--- src/rtl/path_trace32_if.sv ---
// Bundles the memory read channel and the coordinate output stream of path_trace32.
// master = the path tracer; slave = the memory and the consumer side.
interface path_trace32_if;
  logic        txn_req;
  logic        txn_wr;
  logic [31:0] txn_addr;
  logic [31:0] txn_wdata;
  logic        txn_rdy;
  logic [31:0] txn_rdata;
  logic        path_valid;
  logic        path_ready;
  logic [4:0]  path_x;
  logic [4:0]  path_y;
  logic        path_last;

  modport master (
    output txn_req, txn_wr, txn_addr, txn_wdata,
    input  txn_rdy, txn_rdata,
    output path_valid, path_x, path_y, path_last,
    input  path_ready
  );

  modport slave (
    input  txn_req, txn_wr, txn_addr, txn_wdata,
    output txn_rdy, txn_rdata,
    input  path_valid, path_x, path_y, path_last,
    output path_ready
  );
endinterface

--- src/rtl/path_trace32.sv ---
// Walks parent pointers in the 32x32 direction map from a goal node back to the
// start node, streaming each visited coordinate and pulsing int_done at the end.
module path_trace32 #(
  parameter logic [31:0] ADDR_DIR = 32'h4000_2000,
  parameter int          MAX_LEN  = 1024
) (
  input  logic        clk,
  input  logic        arst_n,
  input  logic        ctrl_wr,
  input  logic [31:0] ctrl_in,
  output logic [31:0] ctrl_out,
  output logic        int_done,
  path_trace32_if.master bus
);

  // DONE and ERR complete in a single cycle, so they are folded into the
  // transitions back to IDLE rather than held as states of their own.
  typedef enum logic [2:0] {
    S_IDLE, S_LOOKUP, S_RD_WAIT, S_DECODE, S_EMIT
  } state_t;

  localparam logic [10:0] LEN_LAST = 11'(MAX_LEN - 1);

  state_t      state_q, state_d;
  logic [4:0]  cur_x, cur_y, goal_x, goal_y;
  logic [2:0]  dir_q;
  logic [10:0] len_q;
  logic        done_q, err_q;
  logic [31:0] cache_word;
  logic [6:0]  cache_tag;
  logic        cache_valid;

  logic [9:0]  cur_n;
  logic [3:0]  nibble;
  logic        cache_hit, bad_dir;
  logic        go_acc, fill, emit_hs, fin_ok, fin_err;

  assign cur_n     = {cur_y, cur_x};
  assign nibble    = cache_word[{cur_n[2:0], 2'b00} +: 4];
  assign cache_hit = cache_valid && (cache_tag == cur_n[9:3]);

  // Only the low three bits of a nibble carry a direction.
  logic unused_bits;
  assign unused_bits = ^{ctrl_in[30:10], nibble[3]};

  // A code is rejected if it is undefined or would step off the grid edge.
  always_comb begin
    bad_dir = 1'b0;
    case (nibble[2:0])
      3'd0:    bad_dir = 1'b0;
      3'd1:    bad_dir = (cur_x == 5'd31);
      3'd2:    bad_dir = (cur_x == 5'd0);
      3'd3:    bad_dir = (cur_y == 5'd31);
      3'd4:    bad_dir = (cur_y == 5'd0);
      default: bad_dir = 1'b1;
    endcase
  end

  always_ff @(posedge clk or negedge arst_n) begin
    if (!arst_n) state_q <= S_IDLE;
    else         state_q <= state_d;
  end

  // NOTE: every signal driven here gets a default first, so no path through
  // the case statement can leave one unassigned and infer a latch.
  always_comb begin
    state_d = state_q;
    go_acc  = 1'b0;
    fill    = 1'b0;
    emit_hs = 1'b0;
    fin_ok  = 1'b0;
    fin_err = 1'b0;
    case (state_q)
      S_IDLE: begin
        if (ctrl_wr && ctrl_in[31]) begin
          go_acc  = 1'b1;
          state_d = S_LOOKUP;
        end
      end
      S_LOOKUP: state_d = cache_hit ? S_DECODE : S_RD_WAIT;
      S_RD_WAIT: begin
        if (bus.txn_rdy) begin
          fill    = 1'b1;
          state_d = S_DECODE;
        end
      end
      S_DECODE: begin
        if (bad_dir) begin
          fin_err = 1'b1;
          state_d = S_IDLE;
        end else begin
          state_d = S_EMIT;
        end
      end
      S_EMIT: begin
        if (bus.path_ready) begin
          emit_hs = 1'b1;
          if (dir_q == 3'd0) begin
            fin_ok  = 1'b1;
            state_d = S_IDLE;
          end else if (len_q == LEN_LAST) begin
            fin_err = 1'b1;
            state_d = S_IDLE;
          end else begin
            state_d = S_LOOKUP;
          end
        end
      end
      default: state_d = S_IDLE;
    endcase
  end

  // NOTE: sequential state is written with non-blocking assignments so every
  // register samples the pre-edge values, independent of statement order.
  always_ff @(posedge clk or negedge arst_n) begin
    if (!arst_n) begin
      cur_x       <= '0;
      cur_y       <= '0;
      goal_x      <= '0;
      goal_y      <= '0;
      dir_q       <= '0;
      len_q       <= '0;
      done_q      <= 1'b0;
      err_q       <= 1'b0;
      cache_tag   <= '0;
      cache_valid <= 1'b0;
      int_done    <= 1'b0;
    end else begin
      int_done <= fin_ok | fin_err;
      if (go_acc) begin
        goal_x      <= ctrl_in[4:0];
        goal_y      <= ctrl_in[9:5];
        cur_x       <= ctrl_in[4:0];
        cur_y       <= ctrl_in[9:5];
        len_q       <= '0;
        done_q      <= 1'b0;
        err_q       <= 1'b0;
        cache_valid <= 1'b0;
      end
      if (fill) begin
        cache_valid <= 1'b1;
        cache_tag   <= cur_n[9:3];
      end
      if (state_q == S_DECODE) dir_q <= nibble[2:0];
      if (emit_hs) begin
        len_q <= len_q + 11'd1;
        if (!fin_ok && !fin_err) begin
          case (dir_q)
            3'd1:    cur_x <= cur_x + 5'd1;
            3'd2:    cur_x <= cur_x - 5'd1;
            3'd3:    cur_y <= cur_y + 5'd1;
            default: cur_y <= cur_y - 5'd1;
          endcase
        end
      end
      if (fin_ok || fin_err) done_q <= 1'b1;
      if (fin_err)           err_q  <= 1'b1;
    end
  end

  // NOTE: the cached data word needs no reset; cache_valid alone decides
  // whether its contents may be used.
  always_ff @(posedge clk) begin
    if (fill) cache_word <= bus.txn_rdata;
  end

  assign bus.txn_req    = (state_q == S_LOOKUP) && !cache_hit;
  assign bus.txn_wr     = 1'b0;
  assign bus.txn_wdata  = '0;
  assign bus.txn_addr   = bus.txn_req ? (ADDR_DIR + {23'd0, cur_n[9:3], 2'b00}) : '0;
  assign bus.path_valid = (state_q == S_EMIT);
  assign bus.path_x     = cur_x;
  assign bus.path_y     = cur_y;
  assign bus.path_last  = (state_q == S_EMIT) && (dir_q == 3'd0);

  assign ctrl_out = {(state_q != S_IDLE), done_q, err_q, 2'b00, len_q,
                     6'd0, goal_y, goal_x};

endmodule

--- src/flat_wrapper.sv ---
// flat-port wrapper written by rule: the top's interface ports become plain ports
module path_trace32_flat 
#(
  parameter logic [31:0] ADDR_DIR = 32'h4000_2000,
  parameter int          MAX_LEN  = 1024
)
  (clk, arst_n, ctrl_wr, ctrl_in, ctrl_out, int_done, bus_txn_req, bus_txn_wr, bus_txn_addr, bus_txn_wdata, bus_txn_rdy, bus_txn_rdata, bus_path_valid, bus_path_x, bus_path_y, bus_path_last, bus_path_ready);
  path_trace32_if bus_i ();
  input  logic clk;
  input  logic arst_n;
  input  logic ctrl_wr;
  input  logic [31:0] ctrl_in;
  output logic [31:0] ctrl_out;
  output logic int_done;
  output wire logic [$bits(bus_i.txn_req)-1:0] bus_txn_req;
  output wire logic [$bits(bus_i.txn_wr)-1:0] bus_txn_wr;
  output wire logic [$bits(bus_i.txn_addr)-1:0] bus_txn_addr;
  output wire logic [$bits(bus_i.txn_wdata)-1:0] bus_txn_wdata;
  input wire logic [$bits(bus_i.txn_rdy)-1:0] bus_txn_rdy;
  input wire logic [$bits(bus_i.txn_rdata)-1:0] bus_txn_rdata;
  output wire logic [$bits(bus_i.path_valid)-1:0] bus_path_valid;
  output wire logic [$bits(bus_i.path_x)-1:0] bus_path_x;
  output wire logic [$bits(bus_i.path_y)-1:0] bus_path_y;
  output wire logic [$bits(bus_i.path_last)-1:0] bus_path_last;
  input wire logic [$bits(bus_i.path_ready)-1:0] bus_path_ready;
  assign bus_txn_req = bus_i.txn_req;
  assign bus_txn_wr = bus_i.txn_wr;
  assign bus_txn_addr = bus_i.txn_addr;
  assign bus_txn_wdata = bus_i.txn_wdata;
  assign bus_i.txn_rdy = bus_txn_rdy;
  assign bus_i.txn_rdata = bus_txn_rdata;
  assign bus_path_valid = bus_i.path_valid;
  assign bus_path_x = bus_i.path_x;
  assign bus_path_y = bus_i.path_y;
  assign bus_path_last = bus_i.path_last;
  assign bus_i.path_ready = bus_path_ready;
  path_trace32 #(.ADDR_DIR(ADDR_DIR), .MAX_LEN(MAX_LEN)) u_core (.clk(clk), .arst_n(arst_n), .ctrl_wr(ctrl_wr), .ctrl_in(ctrl_in), .ctrl_out(ctrl_out), .int_done(int_done), .bus(bus_i));
endmodule
--- config.mk ---
export PLATFORM = sky130hd
export DESIGN_NAME = path_trace32_flat
export DESIGN_NICKNAME = d
export VERILOG_FILES = /design/src/rtl/path_trace32_if.sv /design/src/rtl/path_trace32.sv /design/src/flat_wrapper.sv
export SDC_FILE = /design/constraint.sdc
export NUM_CORES = 1
export LEC_CHECK = 0
export ABC_CLOCK_PERIOD_IN_PS = 3300
export BUFFER_PORTS_ARGS = -buffer_cell sky130_fd_sc_hd__buf_2
export CAP_MARGIN = 20
export CELL_PAD_IN_SITES_DETAIL_PLACEMENT = 2
export CELL_PAD_IN_SITES_GLOBAL_PLACEMENT = 2
export CORE_MARGIN = 3
export CORE_UTILIZATION = 28
export DETAILED_ROUTE_END_ITERATION = 16
export PLACE_DENSITY_LB_ADDON = 0.08
export SKIP_CTS_REPAIR_TIMING = 1
export SLEW_MARGIN = 20
export SYNTH_ARGS = -nofsm -noshare
export SYNTH_HDL_FRONTEND = slang
export SYNTH_SLANG_ARGS = --single-unit
--- constraint.sdc ---
create_clock -name clk -period 3.3 [get_ports clk]
set_clock_uncertainty 0.05 [all_clocks]
set_input_delay 0.165 -clock clk [delete_from_list [all_inputs] [get_ports clk]]
set_output_delay 0.165 -clock clk [all_outputs]
set_load 0.03 [all_outputs]
Word level (Yosys, flattened, before mapping)
Cells that the tools add are included.
{"block": "totals", "latch_bits": 0, "regBits": 80, "memories": 0, "mem_bits_ro": 0, "mem_bits_rw": 0, "in_bits": 69}
{"block": "op_classes", "n_eq_ne": 18, "n_mux": 38, "n_addsub": 6, "n_shift": 1, "bitwise_logic": 1, "reduce_logical": 21, "n_mul": 0, "n_lt_le_gt_ge": 0, "div": 0}
{"cell": "adder 31 x 9 -> 32 bit (first input constant)", "count": 1}
{"cell": "two-way mux 32 bit", "count": 1}
{"cell": "variable part select 32 x 6 -> 3 bit", "count": 1}
{"cell": "two-way mux 5 bit", "count": 6}
{"cell": "two-way mux 11 bit", "count": 2}
{"cell": "one-hot mux 5 bit (2 select lines)", "count": 2}
{"cell": "two-way mux 1 bit", "count": 19}
{"cell": "equality test 3 x 2 -> 1 bit (second input constant)", "count": 6}
{"cell": "two-way mux 3 bit", "count": 5}
{"cell": "one-hot mux 3 bit (5 select lines)", "count": 1}
{"cell": "adder 11 x 1 -> 11 bit (second input constant)", "count": 1}
{"cell": "equality test 11 x 10 -> 1 bit (second input constant)", "count": 1}
{"cell": "adder 5 x 1 -> 5 bit (second input constant)", "count": 2}
{"cell": "equality test 5 bit (second input constant)", "count": 2}
{"cell": "zero test 5 bit", "count": 2}
{"cell": "subtractor 5 x 1 -> 5 bit (second input constant)", "count": 2}
{"cell": "equality test 3 x 1 -> 1 bit (second input constant)", "count": 3}
{"cell": "zero test 3 bit", "count": 3}
{"cell": "nonzero test 2 bit", "count": 4}
{"cell": "equality test 7 bit", "count": 1}
{"cell": "equality test 3 bit (second input constant)", "count": 2}
{"cell": "logical AND 1 bit", "count": 5}
{"cell": "one-hot mux 1 bit (5 select lines)", "count": 1}
{"cell": "!= test 2 x 1 -> 1 bit (second input constant)", "count": 2}
{"cell": "8 further kinds", "count": 10}

Logic depth before layout (Yosys ltp)
{"block": "logic_depth", "depth_word": 9, "ltp_mapped": 9}

Worst setup path after synthesis
No wires, ideal clock.
{"block": "synth_path", "kind": "register -> output", "from": "register u_core.cur_y[0], in the netlist u_core.bus.path_y[0]", "to": "output port bus_txn_addr[2]", "slack_ns": 0.103, "arrival_ns": 2.982, "stages_incl_launch_ff": 7, "path_buffers": 1, "cell_sequence": "dfrtp_1 -> clkbuf_1 -> xnor2_1 -> nand4_1 -> nor2_1 -> nor4b_1 -> and2_1"}
{"block": "synth_via", "elab_chain_len": 5}
{"item": "start: declaration", "line": "path_trace32.sv:25", "rtl": "logic [4:0] cur_x, cur_y, goal_x, goal_y;"}
{"item": "start signal: assignment", "line": "path_trace32.sv:134", "rtl": "cur_y <= ctrl_in[9:5];"}
{"item": "start signal: assignment", "line": "path_trace32.sv:151", "rtl": "3'd3: cur_y <= cur_y + 5'd1;"}
{"item": "start signal: assignment", "line": "path_trace32.sv:152", "rtl": "default: cur_y <= cur_y - 5'd1;"}
{"item": "equality test 7 bit", "line": "path_trace32.sv:40", "rtl": "assign cache_hit = cache_valid && (cache_tag == cur_n[9:3]);"}
{"item": "logical AND 1 bit", "line": "path_trace32.sv:40"}
{"item": "zero test 1 bit", "line": "path_trace32.sv:167", "rtl": "assign bus.txn_req = (state_q == S_LOOKUP) && !cache_hit;"}
{"item": "logical AND 1 bit", "line": "path_trace32.sv:167"}
{"item": "net bus_txn_req", "line": "flat_wrapper.sv:15", "rtl": "output wire logic [$bits(bus_i.txn_req)-1:0] bus_txn_req;"}
{"item": "two-way mux 32 bit", "line": "path_trace32.sv:170", "rtl": "assign bus.txn_addr = bus.txn_req ? (ADDR_DIR + {23'd0, cur_n[9:3], 2'b00}) : '0;"}
{"item": "end: declaration", "line": "flat_wrapper.sv:17", "rtl": "output wire logic [$bits(bus_i.txn_addr)-1:0] bus_txn_addr;"}
The timed path passes the listed nets, and every way through them passes these cells.

Final worst setup path
{"block": "layout_path", "from": "register u_core.dir_q[1]", "to": "register u_core.cur_x[4], in the netlist u_core.bus.path_x[4]"}
{"block": "layout_via", "elab_chain_len": 8}
{"item": "start: declaration", "line": "path_trace32.sv:26", "rtl": "logic [2:0] dir_q;"}
{"item": "start signal: assignment", "line": "path_trace32.sv:144", "rtl": "if (state_q == S_DECODE) dir_q <= nibble[2:0];"}
{"item": "zero test 3 bit", "line": "path_trace32.sv:98", "rtl": "if (dir_q == 3'd0) begin"}
{"item": "two-way mux 1 bit", "line": "path_trace32.sv:98"}
{"item": "two-way mux 1 bit", "line": "path_trace32.sv:96", "rtl": "if (bus.path_ready) begin"}
{"item": "one-hot mux 1 bit (2 select lines) / two-way mux 1 bit (equally long branches)", "line": "path_trace32.sv:73", "rtl": "case (state_q)"}
{"item": "zero test 1 bit", "line": "path_trace32.sv:147", "rtl": "if (!fin_ok && !fin_err) begin"}
{"item": "logical AND 1 bit", "line": "path_trace32.sv:147"}
{"item": "two-way mux 5 bit *", "line": "path_trace32.sv:147"}
{"item": "two-way mux 5 bit *", "line": "path_trace32.sv:145", "rtl": "if (emit_hs) begin"}
{"item": "end signal: assignment", "line": "path_trace32.sv:133", "rtl": "cur_x <= ctrl_in[4:0];"}
{"item": "end signal: assignment", "line": "path_trace32.sv:149", "rtl": "3'd1: cur_x <= cur_x + 5'd1;"}
{"item": "end signal: assignment", "line": "path_trace32.sv:150", "rtl": "3'd2: cur_x <= cur_x - 5'd1;"}
{"item": "end: declaration", "line": "path_trace32.sv:25"}
Every way passes the cells marked *; elsewhere a longest branch is shown, timed or not.
A chain may end at the register's enable or synchronous reset.

==> impl_metrics.yaml <==
drt:
  viasPerCell: 4.42
  routed_wl_um: 10900
  dr.pass1.iters: 4
  drt_iter0_drc: 76
  antenna_left: 0
  num_vias: 3003
  drc: 0
  post_drt_wl_per_cell_um: 16.1
critical_path:
  crit_chain: "nor3b_1 > inv_1 > fa_1 > inv_1 > a21o_1 > a21oi_1 > xnor2_1 > mux2_4 > a221o_1"
  reg2regPathDepth: 9
  worst-path-buf-inv: 2
  rrSetupSlack_ns: 0.63
  timing.critical_path.slowest_cell_delay_ns: 0.49
  setup.worst_path.end_class: "register"
  crit_slowest_cell: "nor3b_1"
  reg2reg_to: "u_core.bus.path_x[4]"
  path_depth: 9
  path_max_fanout: 7
  critical_path.top_delay_family: "simple AND/OR/NAND/NOR gates"
  cp_common_cell: "inv_1"
  r2r-start: "u_core.dir_q[1]"
  crit_arrival_ns: 2.84
  required_ns: 3.47
  worstSetupPathType: "reg2reg"
  start_kind: "register"
min_path:
  hp-class: "in2reg"
  hold_depth: 3
  min_delay_worst_endpoint: "u_core.goal_y[2]"
  hp-start: "ctrl_in[7]"
finish:
  area_growth_pct: 23.6
  drive_gt1_frac: 0.262
  fin_area_um2: 4980
  diodes: 0
  nets: 573
sta:
  setup_viol: 0
  tns_ns: 0
  fmax_mhz: 374
  worst_pin_slew_ns: 0.898
  hold_viol_final: 1
  slew_headroom: 0.401
  whs_ns: -0.00138
  finalCritPeriodShare: 0.810
  rsz0062_at_grt: "false"
  maxSlewViolCount: 0
  period_needed_ns: 2.67
global_routing:
  grt_pass1_vias: 3126
  antenna_found_initial: 0
  grt_pass1_wl_um: 16700
  grt_max_degree: 34
  overflow: 0
  track_usage: 0.133
yosys:
  async_reset_ff_frac: 0.667
  synth_ff_type: "dfrtp_1"
  netlist_area_um2: 4030
  ys_ff_latch: 72
  synthDistinctLibCells: 51
  synth_area_leaders: "dfrtp_1 (30%), edfxtp_1 (18%), buf_4 (13%)"
  syn_inst: 383
  synth_top_cell_by_area: "dfrtp_1"
  ys.warnings.count: 0
  netlist.area_leader.share: 0.298
  synth_edf_count: 24
  avgSynthCellArea_um2: 10.5
  yosysSeqAreaShare: 0.477
power_and_ir_drop:
  internal_power_uw: 2680
  p_total_uw: 4540
  vdd_ir_drop_max_mv: 0.355
  powerDensity_nw_per_um2: 911
  pwr-share-seq: 0.337
  p_clk_frac: 0.238
  leakage_uw: 0.00239
  switching_share: 0.411
  combPwrFrac: 0.425
  p_sw_uw: 1860
cts:
  clockRootBuffer: "clkbuf_16"
  clock_latency_ns: 0.34
  clock_sinks: 72
  cts_buffers: 9
  cts-htree-levels: 3
  cts.clk_slew.worst_paths_ns: 0.06
  cts_tree: "built"
  clockBufferDepth: 2
die:
  die_height_um: 126
  dieArea_um2: 15900
  num_rows: 43
  io_pins: 180
  initial_core_util: 0.288
  dieWidth_um: 126
  core-area_um2: 14000
status:
  failed_checks: "hold timing"
  status: "finished, violations left"
placement:
  dpl.hpwl_um: 7620
  gp_congestion: 0.777
  io_buffers: 86
  dpl-instance-area_um2: 4400
run:
  drv_cap: 0
==> metrics by stage <==
step	util	hold WS, ns	instances	setup slack [ns]
final	0.356	-0.00138	680	0.626
after global routing	0.356	0.00595	680	0.420
after CTS	0.338	-0.153	655	0.572
after detailed placement	0.315	0.217	639	0.596
after global placement	0.315	0.206	639	0.667
after floorplan	-	-0.181	446	0.103
==> synthesized netlist by cell type, drive strengths merged (2+ instances only) <==
library cell,instances
o211ai,3
xor2,2
xnor2,14
o21ai,14
o31ai,2
or3,4
nor3b,2
dfrtp,48
fa,2
nand3b,2
nand4,6
o41ai,2
a31oi,5
nor2b,4
mux4,3
and3,4
and2,10
a21o,8
clkbuf,8
a21oi,10
buf,72
or2,2
a221o,2
edfxtp,24
ha,7
mux2,14
mux2i,5
nand2,54
nor4b,2
nor3,2
nor2,15
nand3,12
inv,6
==> metal layers <==
metal  GRT usage  routed length, um
met4      0.0397                134
met3      0.0399                585
met2       0.229               5790
met5           0                  0
met1       0.160               4410
==> worst max path at each step <==
stage / startpoint / to / slack (ns)
2_1_floorplan: u_core.bus.path_y[0] / bus_txn_addr[2] / 0.10
3_3_place_gp: u_core.dir_q[1] / u_core.bus.path_x[4] / 0.67
3_5_place_dp: u_core.dir_q[1] / u_core.bus.path_x[4] / 0.60
4_1_cts: u_core.dir_q[1] / u_core.bus.path_x[4] / 0.57
5_1_grt: u_core.dir_q[1] / u_core.bus.path_x[4] / 0.42
6_report: u_core.dir_q[1] / u_core.bus.path_x[4] / 0.63
==> registers in the layout (all words and copies together) (netlist names) <==
name / flops
u_core.state_q: 3
u_core.cache_valid: 1
u_core.done_q: 1
u_core.goal_y: 5
u_core.dir_q: 3
u_core.cache_tag: 7
u_core.bus.path_y: 5
u_core.int_done: 1
u_core.err_q: 1
u_core.len_q: 11
u_core.goal_x: 5
u_core.bus.path_x: 5
u_core.cache_word: 24
==> cell type report <==
class / instances / area (um2)
fillers: 1548 / 9000
clock buffers: 11 / 253
clock inverters: 5 / 78.8
repair buffers: 118 / 733
well taps: 180 / 225
flip-flops and latches: 72 / 1920
inverters: 6 / 22.5
multi-input cells: 288 / 1750
==> tightest hold or removal path, delay by kind of cell <==
| family | cells | cell delay, ns |
|---|---|---|
| simple gates | 2 | 0.12 |
| buf+inv | 1 | 0.07 |
==> kinds of logic after synthesis <==
family | synth area share
simple gates | 0.158
buf+inv | 0.148
flops | 0.477
compound gates | 0.0813
mux | 0.0692
xor+xnor | 0.0348
fa+ha+maj | 0.0317
other cells | 0.000930
==> power by group through the flow <==
stage	sequential (uW)	clock, uW	combinational, uW
6_report	1530	1080	1930
5_1_grt	1600	1160	2160
4_1_cts	1550	1120	1950
3_5_place_dp	1570	0	1930
3_3_place_gp	1550	0	1890
2_1_floorplan	1680	0	1310
==> cells in the final DEF, fill, tap and decap left out, types with 3 or more instances in the layout <==
cell type	Yosys	final
a21o_1	8	8
a21oi_1	10	10
a31oi_1	5	5
and2_1	10	10
and3_1	4	4
buf_2	2	86
buf_4	68	7
clkbuf_16	0	9
conb_1	1	64
dfrtp_1	48	48
dlygate4sd3_1	0	25
edfxtp_1	24	24
ha_1	7	7
inv_1	6	6
mux2_2	13	13
mux2i_1	5	5
mux4_2	3	3
nand2_1	53	53
nand3_1	12	12
nand4_1	6	6
nor2_1	15	15
nor2b_1	4	4
o211ai_1	3	3
o21ai_0	14	14
or3_1	4	4
xnor2_1	14	14
(Power assumes the default switching activity.)
